===== config.mk =====
export PLATFORM = sky130hd
export DESIGN_NAME = debug_dump_tx
export DESIGN_NICKNAME = d
export VERILOG_FILES = /design/src/rtl/debug_pkg.sv /design/src/rtl/word_serializer.sv /design/src/rtl/debug_dump_tx.sv
export SDC_FILE = /design/constraint.sdc
export NUM_CORES = 1
export LEC_CHECK = 0
export ABC_AREA = 1
export CAP_MARGIN = 20
export CORE_AREA = 2 2 92 94
export DETAILED_ROUTE_END_ITERATION = 7
export DIE_AREA = 0 0 94 96
export PLACE_DENSITY_LB_ADDON = 0.1
export SYNTH_ARGS = -nofsm -noshare
export SYNTH_HDL_FRONTEND = slang
export SYNTH_SLANG_ARGS = --single-unit

===== constraint.sdc =====
create_clock -name i_clock -period 1.7 [get_ports i_clock]
set_input_delay 0.51 -clock i_clock [delete_from_list [all_inputs] [get_ports i_clock]]
set_output_delay 0.51 -clock i_clock [all_outputs]
set_load 0.005 [all_outputs]

===== src/rtl/debug_pkg.sv =====
// Shared types and sizing for the debug-link dump transmitter.
// DEBUG_DUMP_CHECKSUM_EN appends one XOR checksum byte to each dump.
package debug_pkg;

   localparam int DATA_WIDTH      = 32;
   localparam int DATA_WIDTH_UART = 8;
   localparam int N_REGS          = 32;
   localparam int N_MEM           = 32;
   localparam int REG_AW          = $clog2(N_REGS);
   localparam int MEM_AW          = $clog2(N_MEM);
   localparam int WORD_AW         = (REG_AW > MEM_AW) ? REG_AW : MEM_AW;
   localparam int BYTES_PER_WORD  = DATA_WIDTH / DATA_WIDTH_UART;
   localparam int BYTE_CW         = $clog2(BYTES_PER_WORD);

`ifdef DEBUG_DUMP_CHECKSUM_EN
   localparam int DUMP_BYTES = (1 + N_REGS + N_MEM) * BYTES_PER_WORD + 1;
`else
   localparam int DUMP_BYTES = (1 + N_REGS + N_MEM) * BYTES_PER_WORD;
`endif

   typedef enum logic [2:0] {
      ST_IDLE,
      ST_ADDR,
      ST_LOAD,
      ST_SEND,
      ST_WAIT,
      ST_CSUM,
      ST_DONE
   } state_t;

   typedef enum logic [1:0] {
      SEC_PC,
      SEC_REG,
      SEC_MEM
   } section_t;

endpackage


===== src/rtl/word_serializer.sv =====
// Word load/shift register with byte counter; presents the current
// byte LSB first and flags the last byte of the word.
module word_serializer
   import debug_pkg::*;
(
   input  logic                       i_clock,
   input  logic                       i_reset,
   input  logic                       i_load,
   input  logic [DATA_WIDTH-1:0]      i_word,
   input  logic                       i_shift,
   input  logic                       i_clear,
   output logic [DATA_WIDTH_UART-1:0] o_byte,
   output logic                       o_last_byte
);

   logic [DATA_WIDTH-1:0] word_q;
   logic [BYTE_CW-1:0]    cnt_q;

   always_ff @(posedge i_clock) begin
      if (i_reset || i_clear) begin
         word_q <= '0;
         cnt_q  <= '0;
      end else if (i_load) begin
         word_q <= i_word;
         cnt_q  <= '0;
      end else if (i_shift) begin
         word_q <= word_q >> DATA_WIDTH_UART;
         cnt_q  <= o_last_byte ? '0 : cnt_q + 1'b1;
      end
   end

   assign o_byte      = word_q[DATA_WIDTH_UART-1:0];
   assign o_last_byte = (cnt_q == BYTE_CW'(BYTES_PER_WORD - 1));

endmodule


===== src/rtl/debug_dump_tx.sv =====
// Debug-link dump: PC, R0..R31, MEM[0..31] as LSB-first bytes to the UART.
// DEBUG_DUMP_CHECKSUM_EN adds a trailing XOR byte (261 bytes per dump).
module debug_dump_tx
   import debug_pkg::*;
(
   input  logic                       i_clock,
   input  logic                       i_reset,
   input  logic                       i_start,
   input  logic [DATA_WIDTH-1:0]      i_pc,
   output logic [REG_AW-1:0]          o_reg_addr,
   input  logic [DATA_WIDTH-1:0]      i_reg_data,
   output logic [MEM_AW-1:0]          o_mem_addr,
   input  logic [DATA_WIDTH-1:0]      i_mem_data,
   input  logic                       i_tx_available,
   input  logic                       i_tx_done,
   output logic                       o_tx_start,
   output logic [DATA_WIDTH_UART-1:0] o_tx_byte,
   output logic                       o_busy,
   output logic                       o_done
);

   state_t                     state_q, state_d;
   section_t                   sec_q, sec_d;
   logic [WORD_AW-1:0]         word_q, word_d;
   logic                       tx_start_q;
   logic [DATA_WIDTH_UART-1:0] tx_byte_q;
   logic                       tx_fire;
   logic [DATA_WIDTH_UART-1:0] fire_byte;
   logic                       ser_load, ser_shift, ser_clear;
   logic                       ser_last;
   logic [DATA_WIDTH_UART-1:0] ser_byte;
   logic [DATA_WIDTH-1:0]      load_word;
   logic                       csum_done;

`ifdef DEBUG_DUMP_CHECKSUM_EN
   localparam state_t AFTER_MEM = ST_CSUM;
   logic [DATA_WIDTH_UART-1:0] csum_q;
   logic                       csum_phase_q;
   assign csum_done = csum_phase_q;
`else
   localparam state_t AFTER_MEM = ST_DONE;
   assign csum_done = 1'b0;
`endif

   word_serializer u_ser (
      .i_clock     (i_clock),
      .i_reset     (i_reset),
      .i_load      (ser_load),
      .i_word      (load_word),
      .i_shift     (ser_shift),
      .i_clear     (ser_clear),
      .o_byte      (ser_byte),
      .o_last_byte (ser_last)
   );

   always_comb begin
      load_word = i_pc;
      unique case (sec_q)
         SEC_REG: load_word = i_reg_data;
         SEC_MEM: load_word = i_mem_data;
         default: load_word = i_pc;
      endcase
   end

   always_comb begin
      state_d   = state_q;
      sec_d     = sec_q;
      word_d    = word_q;
      ser_load  = 1'b0;
      ser_shift = 1'b0;
      ser_clear = 1'b0;
      tx_fire   = 1'b0;
      fire_byte = ser_byte;
      unique case (state_q)
         ST_IDLE: if (i_start) begin
            state_d = ST_ADDR;
            sec_d   = SEC_PC;
            word_d  = '0;
         end
         ST_ADDR: state_d = ST_LOAD;
         ST_LOAD: begin
            ser_load = 1'b1;
            state_d  = ST_SEND;
         end
         ST_SEND: if (i_tx_available) begin
            tx_fire = 1'b1;
            state_d = ST_WAIT;
         end
         ST_WAIT: if (i_tx_done) begin
            if (csum_done) begin
               state_d = ST_DONE;
            end else begin
               ser_shift = 1'b1;
               if (!ser_last) begin
                  state_d = ST_SEND;
               end else begin
                  state_d = ST_ADDR;
                  unique case (sec_q)
                     SEC_PC: begin
                        sec_d  = SEC_REG;
                        word_d = '0;
                     end
                     SEC_REG: begin
                        if (word_q == WORD_AW'(N_REGS - 1)) begin
                           sec_d  = SEC_MEM;
                           word_d = '0;
                        end else begin
                           word_d = word_q + 1'b1;
                        end
                     end
                     SEC_MEM: begin
                        if (word_q == WORD_AW'(N_MEM - 1))
                           state_d = AFTER_MEM;
                        else
                           word_d = word_q + 1'b1;
                     end
                     default: state_d = ST_IDLE;
                  endcase
               end
            end
         end
`ifdef DEBUG_DUMP_CHECKSUM_EN
         ST_CSUM: if (i_tx_available) begin
            tx_fire   = 1'b1;
            fire_byte = csum_q;
            state_d   = ST_WAIT;
         end
`endif
         ST_DONE: begin
            state_d   = ST_IDLE;
            ser_clear = 1'b1;
            sec_d     = SEC_PC;
            word_d    = '0;
         end
         default: state_d = ST_IDLE;
      endcase
   end

   always_ff @(posedge i_clock) begin
      if (i_reset) begin
         state_q    <= ST_IDLE;
         sec_q      <= SEC_PC;
         word_q     <= '0;
         tx_start_q <= 1'b0;
         tx_byte_q  <= '0;
      end else begin
         state_q    <= state_d;
         sec_q      <= sec_d;
         word_q     <= word_d;
         tx_start_q <= tx_fire;
         if (tx_fire)
            tx_byte_q <= fire_byte;
      end
   end

`ifdef DEBUG_DUMP_CHECKSUM_EN
   // Checksum byte itself is excluded from the running XOR.
   always_ff @(posedge i_clock) begin
      if (i_reset) begin
         csum_q       <= '0;
         csum_phase_q <= 1'b0;
      end else if (state_q == ST_IDLE && i_start) begin
         csum_q       <= '0;
         csum_phase_q <= 1'b0;
      end else if (tx_fire) begin
         if (state_q == ST_CSUM)
            csum_phase_q <= 1'b1;
         else
            csum_q <= csum_q ^ fire_byte;
      end else if (state_q == ST_DONE) begin
         csum_phase_q <= 1'b0;
      end
   end
`endif

   assign o_reg_addr = (sec_q == SEC_REG) ? word_q[REG_AW-1:0] : '0;
   assign o_mem_addr = (sec_q == SEC_MEM) ? word_q[MEM_AW-1:0] : '0;
   assign o_tx_start = tx_start_q;
   assign o_tx_byte  = tx_byte_q;
   assign o_busy     = (state_q != ST_IDLE) && (state_q != ST_DONE);
   assign o_done     = (state_q == ST_DONE);

endmodule


==> flow_summary_export.csv <==
group,metric,value,unit
grt,grt_pass1_vias,3531,
timing,setup_ws,-0.0568,ns
pwr,p_int,0.00284,W
cells_and_area,area_growth_syn_to_layout,67.3,%
pwr,seqPwrFrac,33.5,%
timing,skew,0.00328,ns
route,routedWlPerCell,14.3,um
yosys,synthCells,478,
route,vias,3777,
job,drv_cap,0,
placement,place.detailed.hpwl,7340,um
hold_path,holdCritStartpoint,"o_tx_byte[7]",
placement,dp_cells,715,
cells_and_area,drive_above_1_share,23.8,%
yosys,avgSynthCellArea,6.59,um^2
route,drt_first_pass_iters,4,
route,drtIter0Drc,121,
timing,slew_viol_final,0,
pwr,p_clk_share,20.0,%
route,via_per_inst,5.08,
timing,period_share,103,%
worst_setup_path,r2r_start,"sec_q[0]",
cells_and_area,antenna_cells,0,
yosys,syn_nets,586,
cells_and_area,final_cells,743,
grt,track_usage,22.3,%
worst_setup_path,crit_type,"flip-flop to output pin",
route,drtAntennaViolNets,0,
cells_and_area,regArea,1080,um^2
yosys,synth-seq-cells,53,
hold_path,hold_end,"o_tx_byte[7]",
worst_setup_path,path_delay_family,"flip-flops",
placement,io_buffers,121,
timing,max_slew_margin,82.6,%
timing,fmax,569,MHz
floorplan,dieArea,9020,um^2
grt,overflow,0,
worst_setup_path,worst_ep_arrival_time,1.25,ns
pwr,p_sw_share,35.5,%
cts,htree_levels,2,
timing,tightest_slew,0.261,ns
worst_setup_path,crit_chain,"inv_4 > ha_4 > buf_6 > nand2_2 > inv_1 > buf_2",
floorplan,die_w,94,um
pwr,leakage,2.32,nW
cells_and_area,mostFrequentLayoutCell,"clkdlybuf4s50_1",
cells_and_area,multi_input_area,1970,um^2
yosys,synth_compound_area_share,32.6,%
yosys,muxShareOfSynthArea,0,%
worst_setup_path,worstPathRequired,1.19,ns
worst_setup_path,cpMaxStageDelayCell,"dfxtp_4",
pwr,switching_power,0.00156,W
placement,dpl-instance-area,4700,um^2
grt,grt_antenna_before_repair,0,
floorplan,num_rows,33,
pwr,power_density,835,nW/um^2
placement,gp_congestion,0.848,
worst_setup_path,r2r_end,"u_ser.word_q[24]",
floorplan,die_height,96,um
yosys,synth_fa_ha_area_share,2.78,%
status,status,"finished with violations",
cts,cts_root_buf,"clkbuf_8",
yosys,synth_top_family_by_area,"compound AO/OA/AOI/OAI gates",
timing,rsz0062_at_grt,"true",
cells_and_area,fillers,713,
pwr,irDropWorstVdd,0.429,mV
floorplan,core_area,8050,um^2
cts,clk_pin_slew,0.10,ns
worst_setup_path,critPathCaptureType,"output pin",
route,drcViolationCount,0,
hold_path,hold_path.class,"flip-flop to flip-flop",
status,violations,"negative setup slack",
timing,hold_viol_final,0,
cts,clk_path_buf_depth,2,
grt,grt_pass1_wl,16100,um
cts,clkLatencyLatePin,0.31,ns
yosys,syn_area,3150,um^2
cts,clock_sinks,53,
worst_setup_path,critPathBufInv,4,
timing,tns,-0.261,ns
cts,cts_tree,"done",
cells_and_area,final_cell_mix,"102 x clkdlybuf4s50_1, 82 x nand2_1, 67 x a21oi_1, 54 x o21ai_0, 45 x dfxtp_1",
route,wl,10600,um
cells_and_area,final_area,5270,um^2
cells_and_area,fin_util,65.5,%
cts,numCtsBuffers,5,
cts,cts_hold_buf,0,
worst_setup_path,reg2reg_slack,0.07,ns
floorplan,start_util,39.1,%
hold_path,hold_path_depth,2,
yosys,ys_types,23,
worst_setup_path,ff2ff_path_depth,9,
worst_setup_path,max_stage_delay,0.40,ns
yosys,yosysSeqAreaShare,33.7,%
timing,setup_viol_count_final,7,
yosys,synthSimpleGateAreaFrac,20.9,%
floorplan,io_pins,122,
timing,min_period,1.76,ns
worst_setup_path,critical_path.startpoint_type,"flip-flop",
pwr,pwr-share-comb,46.5,%
cells_and_area,nNetsFinal,745,
yosys,synth-xor-area-share,0,%
grt,grt_max_degree,31,
yosys,ys_warn_count,0,
worst_setup_path,path_max_fanout,5,
==> cells in the mapped netlist <==
master	n	area share, %
nand2_1	91	11
a21oi_1	74	12
o21ai_0	58	9.2
dfxtp_1	53	34
inv_1	40	4.8
nor2_1	26	3.1
a21o_1	25	6.0
o21ai_1	25	4.0
nand3_1	22	3.5
buf_2	14	2.2
clkbuf_1	10	1.2
inv_2	8	0.95
ha_1	7	2.8
nand2_2	6	1.2
o211ai_1	5	1.2
buf_4	4	0.95
nand4_1	3	0.60
a22oi_1	2	0.48
nand2_4	1	0.36
nor2_2	1	0.20
nor2_4	1	0.36
nor2_8	1	0.64
nor3_1	1	0.16
==> area by class of cell <==
class / count / share of cell area (%)
inverter: 48 / 3.94
sequential: 53 / 20.4
tap: 105 / 2.49
clock buffer: 5 / 1.31
timing repair inverter: 1 / 0.166
clock inverter: 3 / 0.831
multi-input combinational: 349 / 37.3
timing repair buffer: 179 / 33.5
==> stage by stage <==
stage	setup slack [ns]	hold slack [ns]	total power [W]
after floorplan	0.0632	0.436	0.00237
after global placement	-0.129	0.433	0.00309
after detailed placement	-0.127	0.438	0.00311
after CTS	-0.0412	0.453	0.00413
after global routing	-0.0979	0.474	0.00468
final	-0.0568	0.446	0.00440
==> repair_timing <==
action	in CTS	in global routing
gates cloned	0	3
setup buffers	17	3
pin swaps	8	17
endpoints found under the hold margin	0	0
setup endpoints to repair	44	56
resized for setup	82	68
==> state kept, by name (all words and copies together), names as in the netlist <==
signal        count
o_tx_start        1
state_q           3
word_q            5
o_tx_byte         8
u_ser.cnt_q       2
u_ser.word_q     32
sec_q             2
==> cells by family after synthesis <==
family                     count (synthesis)
and+or+nand+nor                          153
buffers and inverters                     76
DFF                                       53
adders and majority gates                  7
AOI/OAI and AO/OA                        189
==> how the worst max path moves through the flow <==
stage | startpoint | end | slack (ns) | cells past startpoint
6_report | sec_q[0] | o_mem_addr[4] | -0.06 | 6
5_1_grt | sec_q[0] | o_mem_addr[4] | -0.1 | 6
4_1_cts | sec_q[1] | o_reg_addr[4] | -0.04 | 6
3_5_place_dp | i_tx_done | u_ser.word_q[20] | -0.13 | 6
3_3_place_gp | i_tx_done | u_ser.word_q[13] | -0.13 | 6
2_1_floorplan | word_q[0] | word_q[4] | 0.06 | 10
==> power groups by stage <==
stage / sequential (W) / clock [W] / combinational, W
2_1_floorplan: 0.00147 / 0 / 0.000899
3_3_place_gp: 0.00148 / 0 / 0.00161
3_5_place_dp: 0.00148 / 0 / 0.00163
4_1_cts: 0.00147 / 0.000894 / 0.00177
5_1_grt: 0.00149 / 0.000947 / 0.00224
6_report: 0.00148 / 0.000881 / 0.00205
==> tightest hold or removal path, delay by kind of cell, from the launching register on <==
| kind | cells | cell delay [ns] |
|---|---|---|
| buf+inv | 1 | 0.04 |
| compound gates | 1 | 0.04 |
| flops | 1 | 0.32 |
==> layer usage <==
| metal | up-vias | track usage, % | part of all wire, % |
|---|---|---|---|
| met1 | 1764 | 26.8 | 43 |
| met4 | 0 | 4.71 | 1.1 |
| met5 | - | 0 | 0 |
| li1 | 1920 | - | - |
| met3 | 11 | 4.39 | 4.1 |
| met2 | 82 | 41.2 | 52 |
(Power assumes the default switching activity.)
